`src/rtl/bram_port_arbiter_if.sv`:
```
// Requester and BRAM-side signals of the shared BRAM port.
// The arbiter takes the slave view; requesters and the BRAM take the master view.
interface bram_port_arbiter_if #(
  parameter int AW = 13,
  parameter int DW = 8
);
  logic          vid_req;
  logic [AW-1:0] vid_addr;
  logic          vid_ack;
  logic          vid_rvalid;
  logic [DW-1:0] vid_rdata;

  logic          cpu_req;
  logic          cpu_we;
  logic [AW-1:0] cpu_addr;
  logic [DW-1:0] cpu_wdata;
  logic          cpu_ack;
  logic          cpu_rvalid;
  logic [DW-1:0] cpu_rdata;

  logic          mem_wren;
  logic [AW-1:0] mem_addr;
  logic [DW-1:0] mem_data;
  logic [DW-1:0] mem_q;

  modport slave (
    input  vid_req, vid_addr, cpu_req, cpu_we, cpu_addr, cpu_wdata, mem_q,
    output vid_ack, vid_rvalid, vid_rdata, cpu_ack, cpu_rvalid, cpu_rdata,
           mem_wren, mem_addr, mem_data
  );

  modport master (
    output vid_req, vid_addr, cpu_req, cpu_we, cpu_addr, cpu_wdata, mem_q,
    input  vid_ack, vid_rvalid, vid_rdata, cpu_ack, cpu_rvalid, cpu_rdata,
           mem_wren, mem_addr, mem_data
  );
endinterface

```
`src/rtl/bram_port_arbiter.sv`:
```
// Shares one BRAM port between the video fetch engine (priority) and the CPU bus,
// with a per-cycle grant, fixed 1-cycle read latency and bounded CPU starvation.
//
// state | meaning
// IDLE  | previous slot unused
// VID   | previous slot granted to video
// CPU   | previous slot granted to CPU
module bram_port_arbiter #(
  parameter int AW        = 13,
  parameter int DW        = 8,
  parameter int MAX_WAIT  = 4,
  parameter int VID_BURST = 8
) (
  input logic              clk_sys,
  input logic              reset,
  bram_port_arbiter_if.slave bus
);

  localparam logic [3:0] WAIT_MAX  = 4'(MAX_WAIT);
  localparam logic [7:0] BURST_MAX = 8'(VID_BURST);

  typedef enum logic [1:0] {ST_IDLE, ST_VID, ST_CPU} state_t;

  state_t        state, state_nxt;
  logic [3:0]    wait_cnt, wait_nxt;
  logic [7:0]    burst_cnt, burst_nxt;
  logic          grant_vid, grant_cpu, force_cpu;
  logic [AW-1:0] addr_q, addr_c;
  logic [DW-1:0] data_q, data_c;
  logic          vid_rvalid_q, cpu_rvalid_q;

  always_ff @(posedge clk_sys or posedge reset) begin
    if (reset) begin
      state        <= ST_IDLE;
      wait_cnt     <= '0;
      burst_cnt    <= '0;
      addr_q       <= '0;
      data_q       <= '0;
      vid_rvalid_q <= 1'b0;
      cpu_rvalid_q <= 1'b0;
    end else begin
      state        <= state_nxt;
      wait_cnt     <= wait_nxt;
      burst_cnt    <= burst_nxt;
      addr_q       <= addr_c;
      data_q       <= data_c;
      vid_rvalid_q <= grant_vid;
      cpu_rvalid_q <= grant_cpu & ~bus.cpu_we;
    end
  end

  // Grants are combinational on the live requests; reset masks them so every output reads 0.
  always_comb begin
    grant_vid = 1'b0;
    grant_cpu = 1'b0;
    force_cpu = 1'b0;
    state_nxt = ST_IDLE;
    wait_nxt  = '0;
    burst_nxt = '0;
    if (!reset) begin
      force_cpu = (state == ST_VID) && bus.cpu_req &&
                  ((wait_cnt == WAIT_MAX) || (burst_cnt == BURST_MAX));
      if (force_cpu)        grant_cpu = 1'b1;
      else if (bus.vid_req) grant_vid = 1'b1;
      else if (bus.cpu_req) grant_cpu = 1'b1;

      if (grant_vid) begin
        state_nxt = ST_VID;
        if (state != ST_VID)             burst_nxt = 8'd1;
        else if (burst_cnt >= BURST_MAX) burst_nxt = BURST_MAX;
        else                             burst_nxt = burst_cnt + 8'd1;
      end else if (grant_cpu) begin
        state_nxt = ST_CPU;
      end

      if (bus.cpu_req && !grant_cpu)
        wait_nxt = (wait_cnt >= WAIT_MAX) ? WAIT_MAX : wait_cnt + 4'd1;
    end
  end

  // Address/data hold their last value through idle slots.
  always_comb begin
    addr_c = addr_q;
    data_c = data_q;
    if (grant_vid) begin
      addr_c = bus.vid_addr;
    end else if (grant_cpu) begin
      addr_c = bus.cpu_addr;
      data_c = bus.cpu_wdata;
    end
  end

  assign bus.vid_ack    = grant_vid;
  assign bus.cpu_ack    = grant_cpu;
  assign bus.mem_wren   = grant_cpu & bus.cpu_we;
  assign bus.mem_addr   = addr_c;
  assign bus.mem_data   = data_c;
  assign bus.vid_rvalid = vid_rvalid_q;
  assign bus.cpu_rvalid = cpu_rvalid_q;
  assign bus.vid_rdata  = bus.mem_q;
  assign bus.cpu_rdata  = bus.mem_q;

endmodule

```
`src/flat_wrapper.sv`:
```
// flat-port wrapper written by rule: the top's interface ports become plain ports
module bram_port_arbiter_flat 
#(
  parameter int AW        = 13,
  parameter int DW        = 8,
  parameter int MAX_WAIT  = 4,
  parameter int VID_BURST = 8
)
  (clk_sys, reset, bus_vid_req, bus_vid_addr, bus_cpu_req, bus_cpu_we, bus_cpu_addr, bus_cpu_wdata, bus_mem_q, bus_vid_ack, bus_vid_rvalid, bus_vid_rdata, bus_cpu_ack, bus_cpu_rvalid, bus_cpu_rdata, bus_mem_wren, bus_mem_addr, bus_mem_data);
  bram_port_arbiter_if #(.AW(AW), .DW(DW)) bus_i ();
  input logic clk_sys;
  input logic reset;
  input wire logic [$bits(bus_i.vid_req)-1:0] bus_vid_req;
  input wire logic [$bits(bus_i.vid_addr)-1:0] bus_vid_addr;
  input wire logic [$bits(bus_i.cpu_req)-1:0] bus_cpu_req;
  input wire logic [$bits(bus_i.cpu_we)-1:0] bus_cpu_we;
  input wire logic [$bits(bus_i.cpu_addr)-1:0] bus_cpu_addr;
  input wire logic [$bits(bus_i.cpu_wdata)-1:0] bus_cpu_wdata;
  input wire logic [$bits(bus_i.mem_q)-1:0] bus_mem_q;
  output wire logic [$bits(bus_i.vid_ack)-1:0] bus_vid_ack;
  output wire logic [$bits(bus_i.vid_rvalid)-1:0] bus_vid_rvalid;
  output wire logic [$bits(bus_i.vid_rdata)-1:0] bus_vid_rdata;
  output wire logic [$bits(bus_i.cpu_ack)-1:0] bus_cpu_ack;
  output wire logic [$bits(bus_i.cpu_rvalid)-1:0] bus_cpu_rvalid;
  output wire logic [$bits(bus_i.cpu_rdata)-1:0] bus_cpu_rdata;
  output wire logic [$bits(bus_i.mem_wren)-1:0] bus_mem_wren;
  output wire logic [$bits(bus_i.mem_addr)-1:0] bus_mem_addr;
  output wire logic [$bits(bus_i.mem_data)-1:0] bus_mem_data;
  assign bus_i.vid_req = bus_vid_req;
  assign bus_i.vid_addr = bus_vid_addr;
  assign bus_i.cpu_req = bus_cpu_req;
  assign bus_i.cpu_we = bus_cpu_we;
  assign bus_i.cpu_addr = bus_cpu_addr;
  assign bus_i.cpu_wdata = bus_cpu_wdata;
  assign bus_i.mem_q = bus_mem_q;
  assign bus_vid_ack = bus_i.vid_ack;
  assign bus_vid_rvalid = bus_i.vid_rvalid;
  assign bus_vid_rdata = bus_i.vid_rdata;
  assign bus_cpu_ack = bus_i.cpu_ack;
  assign bus_cpu_rvalid = bus_i.cpu_rvalid;
  assign bus_cpu_rdata = bus_i.cpu_rdata;
  assign bus_mem_wren = bus_i.mem_wren;
  assign bus_mem_addr = bus_i.mem_addr;
  assign bus_mem_data = bus_i.mem_data;
  bram_port_arbiter #(.AW(AW), .DW(DW), .MAX_WAIT(MAX_WAIT), .VID_BURST(VID_BURST)) u_core (.clk_sys(clk_sys), .reset(reset), .bus(bus_i));
endmodule
```
`config.mk`:
```
export PLATFORM = sky130hd
export DESIGN_NAME = bram_port_arbiter_flat
export DESIGN_NICKNAME = d
export VERILOG_FILES = /design/src/rtl/bram_port_arbiter_if.sv /design/src/rtl/bram_port_arbiter.sv /design/src/flat_wrapper.sv
export SDC_FILE = /design/constraint.sdc
export NUM_CORES = 1
export LEC_CHECK = 0
export CORE_MARGIN = 4
export CORE_UTILIZATION = 40
export DETAILED_ROUTE_END_ITERATION = 10
export GPL_TIMING_DRIVEN = 0
export PLACE_DENSITY = 0.8
export SYNTH_ARGS = -nofsm -noshare
export SYNTH_HDL_FRONTEND = slang
export SYNTH_SLANG_ARGS = --single-unit
```
`constraint.sdc`:
```
create_clock -name clk_sys -period 4.6 [get_ports clk_sys]
set_input_delay 1.38 -clock clk_sys [delete_from_list [all_inputs] [get_ports clk_sys]]
set_output_delay 1.38 -clock clk_sys [all_outputs]
set_load 0.1 [all_outputs]
```
Word level (Yosys, flattened, before mapping)
Cells that the tools add are included.
{ "totals": {"ff_bits": 37, "inputBits": 47, "memories": 0, "latch_bits": 0, "mem_bits_ro": 0, "ram_bits": 0, "word_cells": 46} }
{ "op_classes": {"add_sub_neg": 2, "n_lt_le_gt_ge": 2, "div_mod_pow": 0, "eq_ne": 4, "mux": 23, "n_mul": 0, "shift": 0, "bitwise": 3, "reduce_logical": 5} }
{ "ops": {"columns": ["op", "n"], "rows": [
  ["two-way mux 8 bit", 6],
  ["two-way mux 13 bit", 2],
  ["two-way mux 4 bit", 3],
  ["two-way mux 1 bit", 9],
  ["adder 8 x 1 -> 8 bit (second input constant)", 1],
  ["equality test 8 x 4 -> 1 bit (second input constant)", 1],
  ["greater-or-equal comparator 8 x 4 -> 1 bit (second input constant)", 1],
  ["two-way mux 2 bit", 3],
  ["adder 4 x 1 -> 4 bit (second input constant)", 1],
  ["equality test 4 x 3 -> 1 bit (second input constant)", 1],
  ["greater-or-equal comparator 4 x 3 -> 1 bit (second input constant)", 1],
  ["logical AND 1 bit", 3],
  ["bitwise AND 1 bit", 2],
  ["equality test 2 x 1 -> 1 bit (second input constant)", 1],
  ["!= test 2 x 1 -> 1 bit (second input constant)", 1],
  ["zero test 1 bit", 1],
  ["logical OR 1 bit", 1],
  ["inverter 1 bit", 1]
]} }

Depth between registers and ports, before layout
Gate-level depths: netlist of run 1.
{ "logic_depth": {"depth_word": 9, "depth_mapped": 8} }

Least setup slack after synthesis of run 1
No wires, ideal clock.
{ "synth_path": {"kind": "input to output", "startpoint": "input port reset", "endpoint": "output port bus_mem_addr[10]", "t_arrival_ps": 4595, "t_required_ps": 3220, "setup_slack_ps": -1375, "stages": 5, "cell_sequence": "inv_1 > o21a_1 > clkbuf_1 > nand3_1 > a31oi_1"} }
{ "synth_via": {"elab_chain_len": 3, "elab_cells_between_ends": 4} }
{ "synth_lines": {"columns": ["item", "line", "source"], "rows": [
  ["from (decl)", "flat_wrapper.sv:12", "input logic reset;"],
  ["two-way mux 1 bit", "bram_port_arbiter.sv:60", "if (!reset) begin"],
  ["two-way mux 13 bit", "bram_port_arbiter.sv:87", "end else if (grant_cpu) begin"],
  ["two-way mux 13 bit (*)", "bram_port_arbiter.sv:85", "if (grant_vid) begin"],
  ["to (decl)", "flat_wrapper.sv:27", "output wire logic [$bits(bus_i.mem_addr)-1:0] bus_mem_addr;"]
]} }
Every way passes the cells marked *; elsewhere a longest branch is shown, timed or not.

Final worst setup path of run 1
{ "layout_path": {"startpoint": "input port bus_vid_req", "endpoint": "output port bus_mem_addr[3]"} }
{ "layout_via": {"elab_chain_len": 6, "elab_cells_between_ends": 10} }
{ "layout_lines": {"columns": ["item", "line", "source"], "rows": [
  ["from (decl)", "flat_wrapper.sv:13", "input wire logic [$bits(bus_i.vid_req)-1:0] bus_vid_req;"],
  ["two-way mux 1 bit", "bram_port_arbiter.sv:64", "else if (bus.vid_req) grant_vid = 1'b1;"],
  ["two-way mux 1 bit", "bram_port_arbiter.sv:63", "if (force_cpu) grant_cpu = 1'b1;"],
  ["two-way mux 1 bit (2 in a row)", "bram_port_arbiter.sv:60", null],
  ["two-way mux 13 bit", "bram_port_arbiter.sv:87", null],
  ["two-way mux 13 bit (*)", "bram_port_arbiter.sv:85", null]
]} }
Every way passes the cells marked *; elsewhere a longest branch is shown, timed or not. The select of a mux whose other input is x is not followed.

==> results of run 1 <==
[layer usage]
layer	up-vias	GRT usage	share of wire
li1	774	-	-
met5	-	0	0
met2	55	0.312	0.52
met1	785	0.232	0.41
met3	10	0.0547	0.058
met4	0	0.0777	0.020
[path summary, 6_finish.rpt]
check	from	cells past startpoint	end
setup / recovery	bus_vid_req	7	bus_mem_addr[3]
hold / removal	u_core.data_q[7]$_DFF_PP0_	1	u_core.data_q[7]$_DFF_PP0_
setup reg to reg	u_core.burst_cnt[7]$_DFF_PP0_	7	u_core.addr_q[4]$_DFF_PP0_
hold reg to reg	u_core.data_q[7]$_DFF_PP0_	1	u_core.data_q[7]$_DFF_PP0_
max in group asynchronous	reset	2	u_core.addr_q[9]$_DFF_PP0_
min in group asynchronous	reset	2	u_core.data_q[5]$_DFF_PP0_
[power breakdown]
| group | internal, W | switching, W | leakage (nW) |
|---|---|---|---|
| Clock | 0.000103 | 0.000103 | 0.0410 |
| Combinational | 0.000197 | 0.000450 | 0.856 |
| Sequential | 0.000356 | 0.0000113 | 0.437 |
| Total | 0.000656 | 0.000564 | 1.33 |
[synthesized netlist by cell type, drive strengths merged (2+ instances only)]
master / number
dfrtp: 36
buf: 21
o21ai: 15
a31oi: 14
a211oi: 13
nand3: 13
inv: 8
mux2: 8
clkbuf: 6
ha: 4
nor2: 4
nand2: 3
and4: 2
nand2b: 2
nand3b: 2
nor3: 2
[through the flow]
stage               setup slack, ps  instance area (sq um)   util  hold slack [ps]
floorplan                      2.83                   2030      -              512
global placement              -1680                   2890  0.665              479
detailed placement            -1800                   2890  0.665              478
CTS                           -11.9                   3050  0.700              506
global route                   10.2                   3110  0.715              511
finish                         87.1                   3110  0.715              500
[cells by family (layout without fill, tap and decap cells)]
family,after synthesis,after routing,share of synthesized area
AOI/OAI and AO/OA,48,48,0.180
xor gates and xnor gates,1,1,0.00485
adders and majority gates,4,4,0.0277
buffers and inverters,35,128,0.116
DFF,36,36,0.498
muxes,8,8,0.0644
other,1,5,0.00207
and+or+nand+nor,34,34,0.107
[worst reg2reg max path, cell delays in order, from the launching register on]
cell and delay (ps):
dfrtp_1 360, or4_4 590, o21ai_2 270, a21o_1 160, buf_4 210, buf_6 240, a31oi_4 130, buf_4 150
[final cells by class]
type	count	area, sq um	share of cell area
Multi-Input combinational cell	100	941	0.302
Sequential cell	36	901	0.290
Timing Repair Buffer	85	885	0.284
Buffer	26	199	0.0639
Clock buffer	6	72.6	0.0233
Tap cell	52	65.1	0.0209
Inverter	8	33.8	0.0109
Timing Repair inverter	2	10.0	0.00322
Clock inverter	1	5.00	0.00161
[flip-flops by register name, indices dropped and copies added, names as in the netlist]
name / cells
u_core.addr_q: 13
u_core.burst_cnt: 8
u_core.bus.cpu_rvalid: 1
u_core.data_q: 8
u_core.state: 2
u_core.wait_cnt: 4
[repair_timing]
| action | 4_1_cts | 5_1_grt |
|---|---|---|
| endpoints found under the hold margin | 0 | 0 |
| cloned | 2 | 0 |
| buffers inserted | 3 | 2 |
| gates resized for setup | 172 | 14 |
| endpoints found under the setup margin | 24 | 24 |
| pin swaps | 1 | 3 |
==> run summary, run 1 <==
Outcome: finished clean
Setup_tns: 0 ps
FFs w/ async S/R, synth: 1.00
Synth Flop Type: dfrtp_1
GP Congestion: 0.812
Die area: 0.00566 sq mm
Avg Inst Size Synth: 10.8 sq um
Hpwl dp: 3.78 mm
DR vias/cell: 5.14
Final setup vio count: 0
Most frequent cells in the layout: clkdlybuf4s50_1, dfrtp_1, buf_4
Critical path arrival: 3130 ps
Slowest cell delay on critical path: 540 ps
Leak: 1.33 nW
Synth Cell Area: 0.00181 sq mm
Filler Cell Count: 315
Worst slew margin: 0.335
Worst IR drop on VDD: 386 uV
Most common cell after layout, fill and taps aside: clkdlybuf4s50_1
MaxCap Viol Count: 0
Synth top area share: 0.498
Tmin final: 4510 ps
H-Tree Depth: 2
IO Pins: 89
Crit end category: primary output
Final period util: 0.981
Row count: 24
Worst-path clk slew: 60 ps
Share of layout cells above drive strength 1: 0.367
Largest net degree at the start of global routing: 20
# diodes: 0
Synth-to-layout area growth: 72.1%
Final wirelength: 5.25 mm
Chip height: 75.2 microns
Synth warnings: 0
Clk sinks: 36
Initial antenna violation count: 0
Clock Tree Root: clkbuf_8
DRT antenna net count: 0
CORE AREA: 0.00435 sq mm
Number of buffers created by CTS: 5
Final net count: 315
Vias: 1624
Final hold vios: 0
FF+latch count, synth: 36
WL per Instance: 16.6 microns
Clk buf depth: 2
Synth top area cells: dfrtp_1, buf_4, mux2_4
Critical path cell sequence: clkdlybuf4s50_1 -> nand2b_4 -> o211a_1 -> buf_4 -> o21ai_0 -> a31oi_4 -> buf_12
Drt initial violations: 101
Power density over the cells: 392 mW/mm^2
CP startpoint kind: primary input
IO buf count: 80
Crit path max-delay family: buffers and inverters
CTS tree: yes
Crit path kind: in2out
# placed instances: 303
Crit-path slowest cell: clkdlybuf4s50_1
CP bufs+invs: 3
Reg-to-reg slack, setup: 2380 ps
Vias in the first global route: 1664
Post-synth EDFFs: 0
Register area share after synthesis: 0.498
Die W: 75.2 microns
Worst-case clock skew: 5.10 ps
Initial Util: 0.415
Worst EP required: 3220 ps
Final Total Pwr: 0.00122 W
DRT Pass-1 Iters: 4
RSZ-0062 raised after global routing: false
Max Slew Vio Count: 0
Global-route wire length before repair: 7.82 mm
Worst slew pin tran: 994 ps
Post-synthesis cell type count: 36
Cells after synthesis: 167
CP max FO: 10
Non-Filler Instances: 316
Synth area leader: dfrtp_1
Remaining DRCs: 0
Global router's overall resource usage: 0.189
Fmax: 0.222 GHz
GRT Residual Overflow: 0
Hold Buf Count CTS: 0
Clock Latency Late Sink: 280 ps
Hold Path Class: reg2reg
Power figures use the tool's default switching activity.
==> run 2, diff against run 1 <==
Settings changed: ABC_CLOCK_PERIOD_IN_PS set to 4600, GPL_ROUTABILITY_DRIVEN set to 0.
==> results of run 2 <==
Same layout as run 1: the final DEF is identical, and so are final timing and power.
